**src/rtl/wallace_mul_pkg.sv**
```systemverilog
// Shared sizing helpers for the pipelined Wallace-tree multiplier.
package wallace_mul_pkg;

  // Number of rows left after `lvls` 3:2 levels starting from n_rows.
  function automatic int unsigned rows_after(int unsigned n_rows, int unsigned lvls);
    int unsigned n;
    n = n_rows;
    for (int unsigned i = 0; i < lvls; i++) begin
      if (n > 2) n = 2 * (n / 3) + (n % 3);
    end
    return n;
  endfunction

  // CSA levels needed to bring n_rows down to two.
  function automatic int unsigned tree_levels(int unsigned n_rows);
    int unsigned n;
    int unsigned l;
    n = n_rows;
    l = 0;
    while (n > 2) begin
      n = 2 * (n / 3) + (n % 3);
      l++;
    end
    return l;
  endfunction

  // Pipeline registers inside the tree: every reg_levels-th level plus the last.
  function automatic int unsigned num_regs(int unsigned levels, int unsigned reg_levels);
    return (levels + reg_levels - 1) / reg_levels;
  endfunction

  // Input register + tree registers + output register.
  function automatic int unsigned latency(int unsigned width, int unsigned reg_levels);
    return 2 + num_regs(tree_levels(width + 2), reg_levels);
  endfunction

  localparam int unsigned LATENCY_W32_R4 = latency(32, 4);

endpackage

```
**src/rtl/wallace_mul_csa3to2.sv**
```systemverilog
// Parametrised-width 3:2 carry-save compressor.
module csa3to2 #(
  parameter int unsigned W = 8
) (
  input  logic [W-1:0] a,
  input  logic [W-1:0] b,
  input  logic [W-1:0] c,
  output logic [W-1:0] sum,
  output logic [W-1:0] carry
);

  // Bitwise full add; carry shifted up one place and truncated to W bits.
  always_comb begin
    sum   = a ^ b ^ c;
    carry = ((a & b) | (a & c) | (b & c)) << 1;
  end

endmodule

```
**src/rtl/wallace_mul_pipe.sv**
```systemverilog
// Pipelined Wallace-tree multiplier, signed/unsigned per beat, global stall.
module wallace_mul_pipe
  import wallace_mul_pkg::*;
#(
  parameter int unsigned WIDTH      = 32,
  parameter int unsigned REG_LEVELS = 4,
  parameter int unsigned TAG_W      = 4
) (
  input  logic                 clk,
  input  logic                 rst,
  input  logic                 in_valid,
  output logic                 in_ready,
  input  logic                 in_signed,
  input  logic [WIDTH-1:0]     in_a,
  input  logic [WIDTH-1:0]     in_b,
  input  logic [TAG_W-1:0]     in_tag,
  output logic                 out_valid,
  input  logic                 out_ready,
  output logic [2*WIDTH-1:0]   out_p,
  output logic [TAG_W-1:0]     out_tag
);

  localparam int unsigned PW     = 2 * WIDTH;
  localparam int unsigned NR     = WIDTH + 2;
  localparam int unsigned LEVELS = tree_levels(NR);
  localparam logic [PW-1:0] SIGN_ONE = {{(WIDTH-1){1'b0}}, 1'b1, {WIDTH{1'b0}}};

  logic                advance;
  logic                out_valid_d, out_valid_q;
  logic [PW-1:0]       out_p_d, out_p_q;
  logic [TAG_W-1:0]    out_tag_d, out_tag_q;

  logic [WIDTH-1:0]    a_d, a_q, b_d, b_q;
  logic                sgn_d, sgn_q;
  logic [TAG_W-1:0]    itag_d, itag_q;
  logic                ivld_d, ivld_q;

  logic [WIDTH:0]      ext_a, ext_b;
  logic [PW-1:0]       ax, sgn_row;
  logic [PW-1:0]       pp [0:NR-1];
  logic [PW-1:0]       sum_p;

  // Single stall signal shared by every stage; in_ready follows it directly.
  always_comb begin
    advance  = !out_valid_q | out_ready;
    in_ready = advance;
  end

  // Input stage next-state: capture a new beat when the pipe advances.
  always_comb begin
    a_d    = a_q;
    b_d    = b_q;
    sgn_d  = sgn_q;
    itag_d = itag_q;
    ivld_d = ivld_q;
    if (advance) begin
      a_d    = in_a;
      b_d    = in_b;
      sgn_d  = in_signed;
      itag_d = in_tag;
      ivld_d = in_valid;
    end
  end

  // Input stage valid bit, cleared by reset.
  always_ff @(posedge clk) begin
    if (rst) ivld_q <= 1'b0;
    else     ivld_q <= ivld_d;
  end

  // Input stage data, no reset needed.
  always_ff @(posedge clk) begin
    a_q    <= a_d;
    b_q    <= b_d;
    sgn_q  <= sgn_d;
    itag_q <= itag_d;
  end

  // Partial products; the sign row is negated as (~row << WIDTH) + (1 << WIDTH).
  always_comb begin
    ext_a   = sgn_q ? {a_q[WIDTH-1], a_q} : {1'b0, a_q};
    ext_b   = sgn_q ? {b_q[WIDTH-1], b_q} : {1'b0, b_q};
    ax      = {{(WIDTH-1){ext_a[WIDTH]}}, ext_a};
    sgn_row = ext_b[WIDTH] ? ax : '0;
    for (int unsigned i = 0; i < WIDTH; i++) begin
      pp[i] = ext_b[i] ? (ax << i) : '0;
    end
    pp[WIDTH]   = (~sgn_row) << WIDTH;
    pp[WIDTH+1] = SIGN_ONE;
  end

  for (genvar l = 1; l <= LEVELS; l++) begin : g_lvl
    localparam int unsigned NIN  = rows_after(NR, l - 1);
    localparam int unsigned NG   = NIN / 3;
    localparam int unsigned NLO  = NIN % 3;
    localparam int unsigned NOUT = 2 * NG + NLO;

    logic [PW-1:0]    src    [0:NIN-1];
    logic [PW-1:0]    nx     [0:NOUT-1];
    logic [PW-1:0]    rows_o [0:NOUT-1];
    logic             src_vld, vld_o;
    logic [TAG_W-1:0] src_tag, tag_o;

    if (l == 1) begin : g_src0
      for (genvar r = 0; r < NIN; r++) begin : g_r
        assign src[r] = pp[r];
      end
      assign src_vld = ivld_q;
      assign src_tag = itag_q;
    end else begin : g_srcn
      for (genvar r = 0; r < NIN; r++) begin : g_r
        assign src[r] = g_lvl[l-1].rows_o[r];
      end
      assign src_vld = g_lvl[l-1].vld_o;
      assign src_tag = g_lvl[l-1].tag_o;
    end

    for (genvar g = 0; g < NG; g++) begin : g_csa
      csa3to2 #(.W(PW)) u_csa (
        .a     (src[3*g]),
        .b     (src[3*g+1]),
        .c     (src[3*g+2]),
        .sum   (nx[2*g]),
        .carry (nx[2*g+1])
      );
    end

    for (genvar p = 0; p < NLO; p++) begin : g_pass
      assign nx[2*NG+p] = src[3*NG+p];
    end

    if ((l % REG_LEVELS == 0) || (l == LEVELS)) begin : g_reg
      logic [PW-1:0]    rows_d [0:NOUT-1];
      logic [PW-1:0]    rows_q [0:NOUT-1];
      logic             vld_d, vld_q;
      logic [TAG_W-1:0] tag_d, tag_q;

      // Tree stage next-state: take the level output on advance, else hold.
      always_comb begin
        vld_d = vld_q;
        tag_d = tag_q;
        for (int unsigned r = 0; r < NOUT; r++) rows_d[r] = rows_q[r];
        if (advance) begin
          vld_d = src_vld;
          tag_d = src_tag;
          for (int unsigned r = 0; r < NOUT; r++) rows_d[r] = nx[r];
        end
      end

      // Tree stage valid bit, cleared by reset.
      always_ff @(posedge clk) begin
        if (rst) vld_q <= 1'b0;
        else     vld_q <= vld_d;
      end

      // Tree stage data and tag.
      always_ff @(posedge clk) begin
        tag_q <= tag_d;
        for (int unsigned r = 0; r < NOUT; r++) rows_q[r] <= rows_d[r];
      end

      for (genvar r = 0; r < NOUT; r++) begin : g_o
        assign rows_o[r] = rows_q[r];
      end
      assign vld_o = vld_q;
      assign tag_o = tag_q;
    end else begin : g_comb
      for (genvar r = 0; r < NOUT; r++) begin : g_o
        assign rows_o[r] = nx[r];
      end
      assign vld_o = src_vld;
      assign tag_o = src_tag;
    end
  end

  // Final carry-propagate add, carry out of the MSB dropped.
  always_comb begin
    sum_p = g_lvl[LEVELS].rows_o[0] + g_lvl[LEVELS].rows_o[1];
  end

  // Output stage next-state; product/tag only load with a valid beat.
  always_comb begin
    out_valid_d = out_valid_q;
    out_p_d     = out_p_q;
    out_tag_d   = out_tag_q;
    if (advance) begin
      out_valid_d = g_lvl[LEVELS].vld_o;
      if (g_lvl[LEVELS].vld_o) begin
        out_p_d   = sum_p;
        out_tag_d = g_lvl[LEVELS].tag_o;
      end
    end
  end

  // Output stage, fully reset.
  always_ff @(posedge clk) begin
    if (rst) begin
      out_valid_q <= 1'b0;
      out_p_q     <= '0;
      out_tag_q   <= '0;
    end else begin
      out_valid_q <= out_valid_d;
      out_p_q     <= out_p_d;
      out_tag_q   <= out_tag_d;
    end
  end

  assign out_valid = out_valid_q;
  assign out_p     = out_p_q;
  assign out_tag   = out_tag_q;

endmodule

```
**config.mk**
```make
export PLATFORM = sky130hd
export DESIGN_NAME = wallace_mul_pipe
export DESIGN_NICKNAME = d
export VERILOG_FILES = /design/src/rtl/wallace_mul_pkg.sv /design/src/rtl/wallace_mul_csa3to2.sv /design/src/rtl/wallace_mul_pipe.sv
export SDC_FILE = /design/constraint.sdc
export NUM_CORES = 2
export LEC_CHECK = 0
export BUFFER_PORTS_ARGS = -buffer_cell sky130_fd_sc_hd__clkbuf_2
export CAP_MARGIN = 30
export CELL_PAD_IN_SITES_DETAIL_PLACEMENT = 0
export CELL_PAD_IN_SITES_GLOBAL_PLACEMENT = 1
export CORE_ASPECT_RATIO = 1.2
export CORE_UTILIZATION = 25
export CTS_BUF_LIST = sky130_fd_sc_hd__clkbuf_2 sky130_fd_sc_hd__clkbuf_4 sky130_fd_sc_hd__clkbuf_8
export DETAILED_ROUTE_END_ITERATION = 6
export PLACE_DENSITY = 0.51
export RECOVER_POWER = 50
export SLEW_MARGIN = 25
export SYNTH_ARGS = -nofsm -noshare
export SYNTH_HDL_FRONTEND = slang
export SYNTH_HIERARCHICAL = 1
export SYNTH_SLANG_ARGS = --single-unit
```
**constraint.sdc**
```tcl
create_clock -name clk -period 27.3 [get_ports clk]
set_clock_uncertainty 0.15 [all_clocks]
set_input_delay 5.46 -clock clk [delete_from_list [all_inputs] [get_ports clk]]
set_output_delay 5.46 -clock clk [all_outputs]
set_load 0.02 [all_outputs]
```
; After elaboration in Yosys (flattened, before gate mapping)
; Memory sizes are Yosys's and may differ from the RTL's.
; Cells that the tools add are included.
[word_totals]
ff_bits = 149
mem_bits_rw = 640
in_bits = 73
word_cells = 280
mem_count = 2
[classes]
n_addsub = 1
n_mux = 37
bitwise = 226
n_reduce_logical = 2
[mem_list]
columns = name, depth, width, read_ports, rd_ports_with_merged_regs, wr, line_no
row1 = g_lvl[4].g_reg.rows_q, 8, 64, 8, 0, 8, wallace_mul_pipe.sv:134  ; logic [PW-1:0] rows_q [0:NOUT-1];
row2 = g_lvl[8].g_reg.rows_q, 2, 64, 2, 0, 2, wallace_mul_pipe.sv:134
[op_table]
columns = operator, n
row1 = $and A63 B63 Y63, 96
row2 = $xor A64 B64 Y64, 64
row3 = $or A63 B63 Y63, 64
row4 = $mux W64, 32
row5 = $mux W512, 1
row6 = $mux W128, 1
row7 = $mux W33, 2
row8 = $add A64 B64 Y64, 1
row9 = $mux W32, 1
row10 = $not A32 Y32, 1
row11 = $reduce_and A2 Y1, 1
row12 = $logic_not A1 Y1, 1
row13 = $or A1 B1 Y1, 1

; Depth between registers and ports, before layout
[logic_depth]
ltp_word = 15
ltp_mapped = 12
mapped_depth_nobuf = 12

; Cells and area by module
; Netlist, hierarchy kept.
[by_module_without_submodules]
columns = module, n_inst, cells_each, area_each_um2, seq_area_each_um2
row1 = csa3to2, 32, 66, 1296.2, 0.0
row2 = wallace_mul_pipe, 1, 2784, 33347.0, 21050.2

; Worst setup path after synthesis
; OpenSTA, ideal clock, no wires.
[synth_path]
path_kind = input -> output
start = input port out_ready
end = output port in_ready
arrival_time_ns = 23.514
slack_ns = -1.824
stages = 2
cell_sequence = nand2b_1 clkbuf_1
[synth_between]
elab_chain_cells = 1
[synth_rtl]
columns = element, line_no
row1 = start: declaration, wallace_mul_pipe.sv:18  ; input logic out_ready,
row2 = $or A1 B1 Y1, wallace_mul_pipe.sv:45  ; advance = !out_valid_q | out_ready;
row3 = end: declaration, wallace_mul_pipe.sv:12  ; output logic in_ready,
; No other way between the ends.

; Worst setup path in the final report
; Ends and elaborated chain as after synthesis.

==> summary.md <==
| Metric | Value |
|---|---|
| GRT met2 Usage | `26.0%` |
| Pint | `around 6.4 mW` |
| Ys Warns | `6` |
| Synth area leader | `fa_1` |
| Worst Path Max Fanout | `26` |
| Sequence of cells on the critical path | `clkbuf_2 -> nand2b_1 -> clkbuf_2` |
| Worst setup path class | `primary input to output pin` |
| Most Crowded Layer GR | `met2` |
| Largest delay contributor family on the critical path | `simple AND/OR/NAND/NOR gates` |
| Full die area | `approximately 300000 um2` |
| Top-count cell post-synth | `fa_1` |
| Clock share of power | `10.6%` |
| GPL Wtd Cong | `approximately 0.79` |
| Cells on worst reg2reg path | `7` |
| Fraction of registers with async set/reset | `0%` |
| Slowest cell on crit path | `nand2b_1` |
| Slew Limit Fails | `447` |
| Synth Area in Simple Gates | `between 10% and 20%` |
| CP peak stage delay | `1.20 ns` |
| DR pass1 iterations | `6` |
| PostCTS Resize Cnt | `0` |
| Crit path top cell by count | `clkbuf_2` |
| Final setup vio count | `0` |
| Setup crit end | `in_ready` |
| Max Cap Viol | `12` |
| Clk buf depth | `4` |
| Syn Std Cell Area | `approximately 75000 um2` |
| Ys flop type | `edfxtp_1` |
| Largest family of logic cells by synthesized area | `adder cells` |
| Root buf cell | `clkbuf_8` |
| Gate power share | `67.7%` |
| CTS tree | `built` |
| CTS Sinks | `725` |
| CP Launch Point | `out_ready` |
| Final antenna-violating net count | `0` |
| Fmax | `about 79 MHz` |
| Final worst slack | `14.57 ns` |
| Inserted Clock Buffers | `161` |
| Netlist cell types | `77` |
| Wire per inst | `21.9 um` |
| Worst path depth | `3` |
| CP Capture Type | `output pin` |
| Sequential cell area | `21100 um2` |
| GR Util met1 | `approximately a fifth` |
| Largest net degree at the start of global routing | `between 70 and 80` |
| Initial Utilization | `approximately a quarter` |
| 1st-iter DRT viols | `between 2000 and 2500` |
| Final hold violation count | `0` |
| Adder-cell share of the synthesized area | `around 55%` |
| I/O pins | `~140` |
| RR Endpoint | `g_lvl[4].g_reg.rows_q[0][36]$_DFFE_PN_` |
| Core box area | `a little under 300000 um2` |
| Post-synth top cells | `2017 x fa_1, 1030 x and2_1, 653 x edfxtp_1` |
| Status | `finished, violations left` |
| Worst min-delay path class | `flip-flop to flip-flop` |
| R2R Path Start | `a_q[31]$_DFFE_PN_` |
| Fillers | `30240` |
| H-tree Lvls | `4` |
| Area of the multi-input gates | `about 55000 um2` |
| Worst path required time | `21.69 ns` |
| Flops & latches, synth | `around 730` |
| Sw frac | `46.6%` |
| Rel. slew slack | `-122%` |
| Register area share after synthesis | `28.1%` |
| Vias post-DR | `40211` |
| Number of synthesized flops with an enable pin | `653` |
| Multiplexer share of the synthesized area | `0.0669%` |
| Compound-Gate Fraction of Synth Area | `about 2.6%` |
| Synthesis-to-layout area growth | `14.2%` |
| Final design utilization | `28.8%` |
| Post-route minimum period | `12.73 ns` |
| Post-CTS Setup Repair Bufs | `0` |
| Lkg Pwr | `36.6 nW` |
| Final HPWL DP | `160000 um` |
| First-pass GRT wire length | `326000 um` |
| Final period util | `a little under half` |
| Total track usage | `between 10 and 15%` |
| Synthesized instance count | `4896` |
| IO buf count | `142` |
| Cell Pwr Density | `around 140 nW/um2` |
| DRC | `0` |
| RSZ-0062 raised after global routing | `no` |
| Antenna violations before repair | `36` |
| Synth top area share | `a little over half` |
| Via density per instance | `4.14` |
| Total net switching power | `5.56 mW` |
| CP startpoint kind | `primary input` |
| Share of cells above drive strength 1 | `8.89%` |
| Reg2reg setup slack | `19.13 ns` |
| WP buf/inv | `2` |
| Top post-synthesis cells by area | `fa_1 54%, edfxtp_1 26%, and2_1 8.6%, dfxtp_1 1.9%, clkbuf_1 1.2%` |
| Number of nets in the layout | `7764` |
| Hold_ws | `roughly 0.27 ns` |
| Worst-path clk slew | `0.06 ns` |
| Sequential power share | `21.7%` |
| Setup TNS | `0 ns` |
| Peak supply drop | `0.000192 V` |
| Synth Area in XOR/XNOR | `1.58%` |
| Worst Tran Pin Value | `about 3.3 ns` |
| Failing checks | `capacitance limit, slew limit` |
| Hold buffer count at cts | `0` |
| Met3 Track Usage GR | `1.86%` |
| Worst-Skew Late Latency | `about 0.96 ns` |
| GR Overflow Total | `0` |
| Die H | `601 um` |
| Worst EP arrival | `7.12 ns` |
| Vias in the first global route | `48950` |
| Dpl ws | `about 15 ns` |
| Row count | `219` |
| Die X-Extent | `501 um` |
| Detailed Route WL | `between 200000 and 250000 um` |
| Mean Syn Cell Area | `15.3 um2` |
worst register-to-register path: stages, from the launching register on:
cell and delay, ns:
edfxtp_1 0.31, clkbuf_1 2.02, and3_2 0.57, clkbuf_1 2.34, fa_1 0.84, fa_1 0.54
fa_1 0.55, fa_1 0.54
final cells by class:
type	instances	share of cell area [%]
tap	3978	5.82
clock inverter	63	0.518
clock buffer	214	3.15
sequential	725	24.6
timing repair buffer	242	1.73
antenna	10	0.0293
inverter	15	0.0659
multi-input combinational	4466	64.1
metrics by stage:
step                      cells  instance area, um2  power [mW]
after CTS                  9701               85500        12.2
after global placement     9422               82300        10.8
after detailed placement   9424               82300        10.9
final                      9713               85500        11.9
after global routing       9706               85500        13.0
after floorplan            5486               77000        7.06
placed cells by master (no fill, tap or decap), types with 18 or more instances in the layout:
cell type     n
clkinv_1     33
xnor2_1      33
a21o_1       36
and3_1       28
o21ai_0      30
fa_1       2017
nor2_1       45
nor3_1       18
clkbuf_4     41
nand2_1     185
and2_1      966
edfxtp_1    653
dfxtp_1      72
a21oi_1     121
buf_4        87
clkbuf_2    141
ha_1         63
clkbuf_8    173
and2_0       63
xor3_1       32
conb_1      624
worst min-delay path by stage:
stage,cells past startpoint,start,to,slack (ns)
6_report,0,g_lvl[4].g_reg.tag_q[0]$_DFFE_PN_,g_lvl[8].g_reg.tag_q[0]$_DFFE_PN_,0.27
4_1_cts,0,g_lvl[4].g_reg.tag_q[0]$_DFFE_PN_,g_lvl[8].g_reg.tag_q[0]$_DFFE_PN_,0.27
3_3_place_gp,0,g_lvl[4].g_reg.tag_q[0]$_DFFE_PN_,g_lvl[8].g_reg.tag_q[0]$_DFFE_PN_,0.25
5_1_grt,0,g_lvl[4].g_reg.tag_q[0]$_DFFE_PN_,g_lvl[8].g_reg.tag_q[0]$_DFFE_PN_,0.29
2_1_floorplan,0,g_lvl[1].src_tag[0]$_DFFE_PN_,g_lvl[4].g_reg.tag_q[0]$_DFFE_PN_,0.25
3_5_place_dp,0,g_lvl[4].g_reg.tag_q[0]$_DFFE_PN_,g_lvl[8].g_reg.tag_q[0]$_DFFE_PN_,0.26
routing by layer:
metal	wire (um)	up-vias
met2	111000	846
met3	8950	280
met4	5000	0
li1	-	16618
met5	0	-
met1	88500	22467
kinds of logic after synthesis:
family	after synthesis
other	34
multiplexers	5
adder cells (fa/ha/maj)	2080
XOR/XNOR	80
buffers and inverters	295
AND/OR/NAND/NOR	1382
flip-flops	725
AO/OA/AOI/OAI	295
registers in the layout (all words and copies together) (netlist names):
| register | flops |
|---|---|
| b_q | 32 |
| g_lvl.g_reg.vld_q | 2 |
| sgn_q | 1 |
| g_lvl.g_reg.rows_q | 576 |
| g_lvl.g_reg.tag_q | 8 |
| out_valid | 1 |
| a_q | 32 |
| g_lvl.src_tag | 4 |
| out_tag | 4 |
| g_lvl.src_vld | 1 |
| out_p | 64 |
power by group through the flow:
stage	Clock, mW	Sequential [mW]	Combinational (mW)
final	1.27	2.59	8.08
after global routing	1.37	2.65	9.03
after CTS	1.33	2.61	8.29
after detailed placement	0	2.63	8.28
after global placement	0	2.62	8.22
after floorplan	0	2.55	4.51
Power figures use the tool's default switching activity.
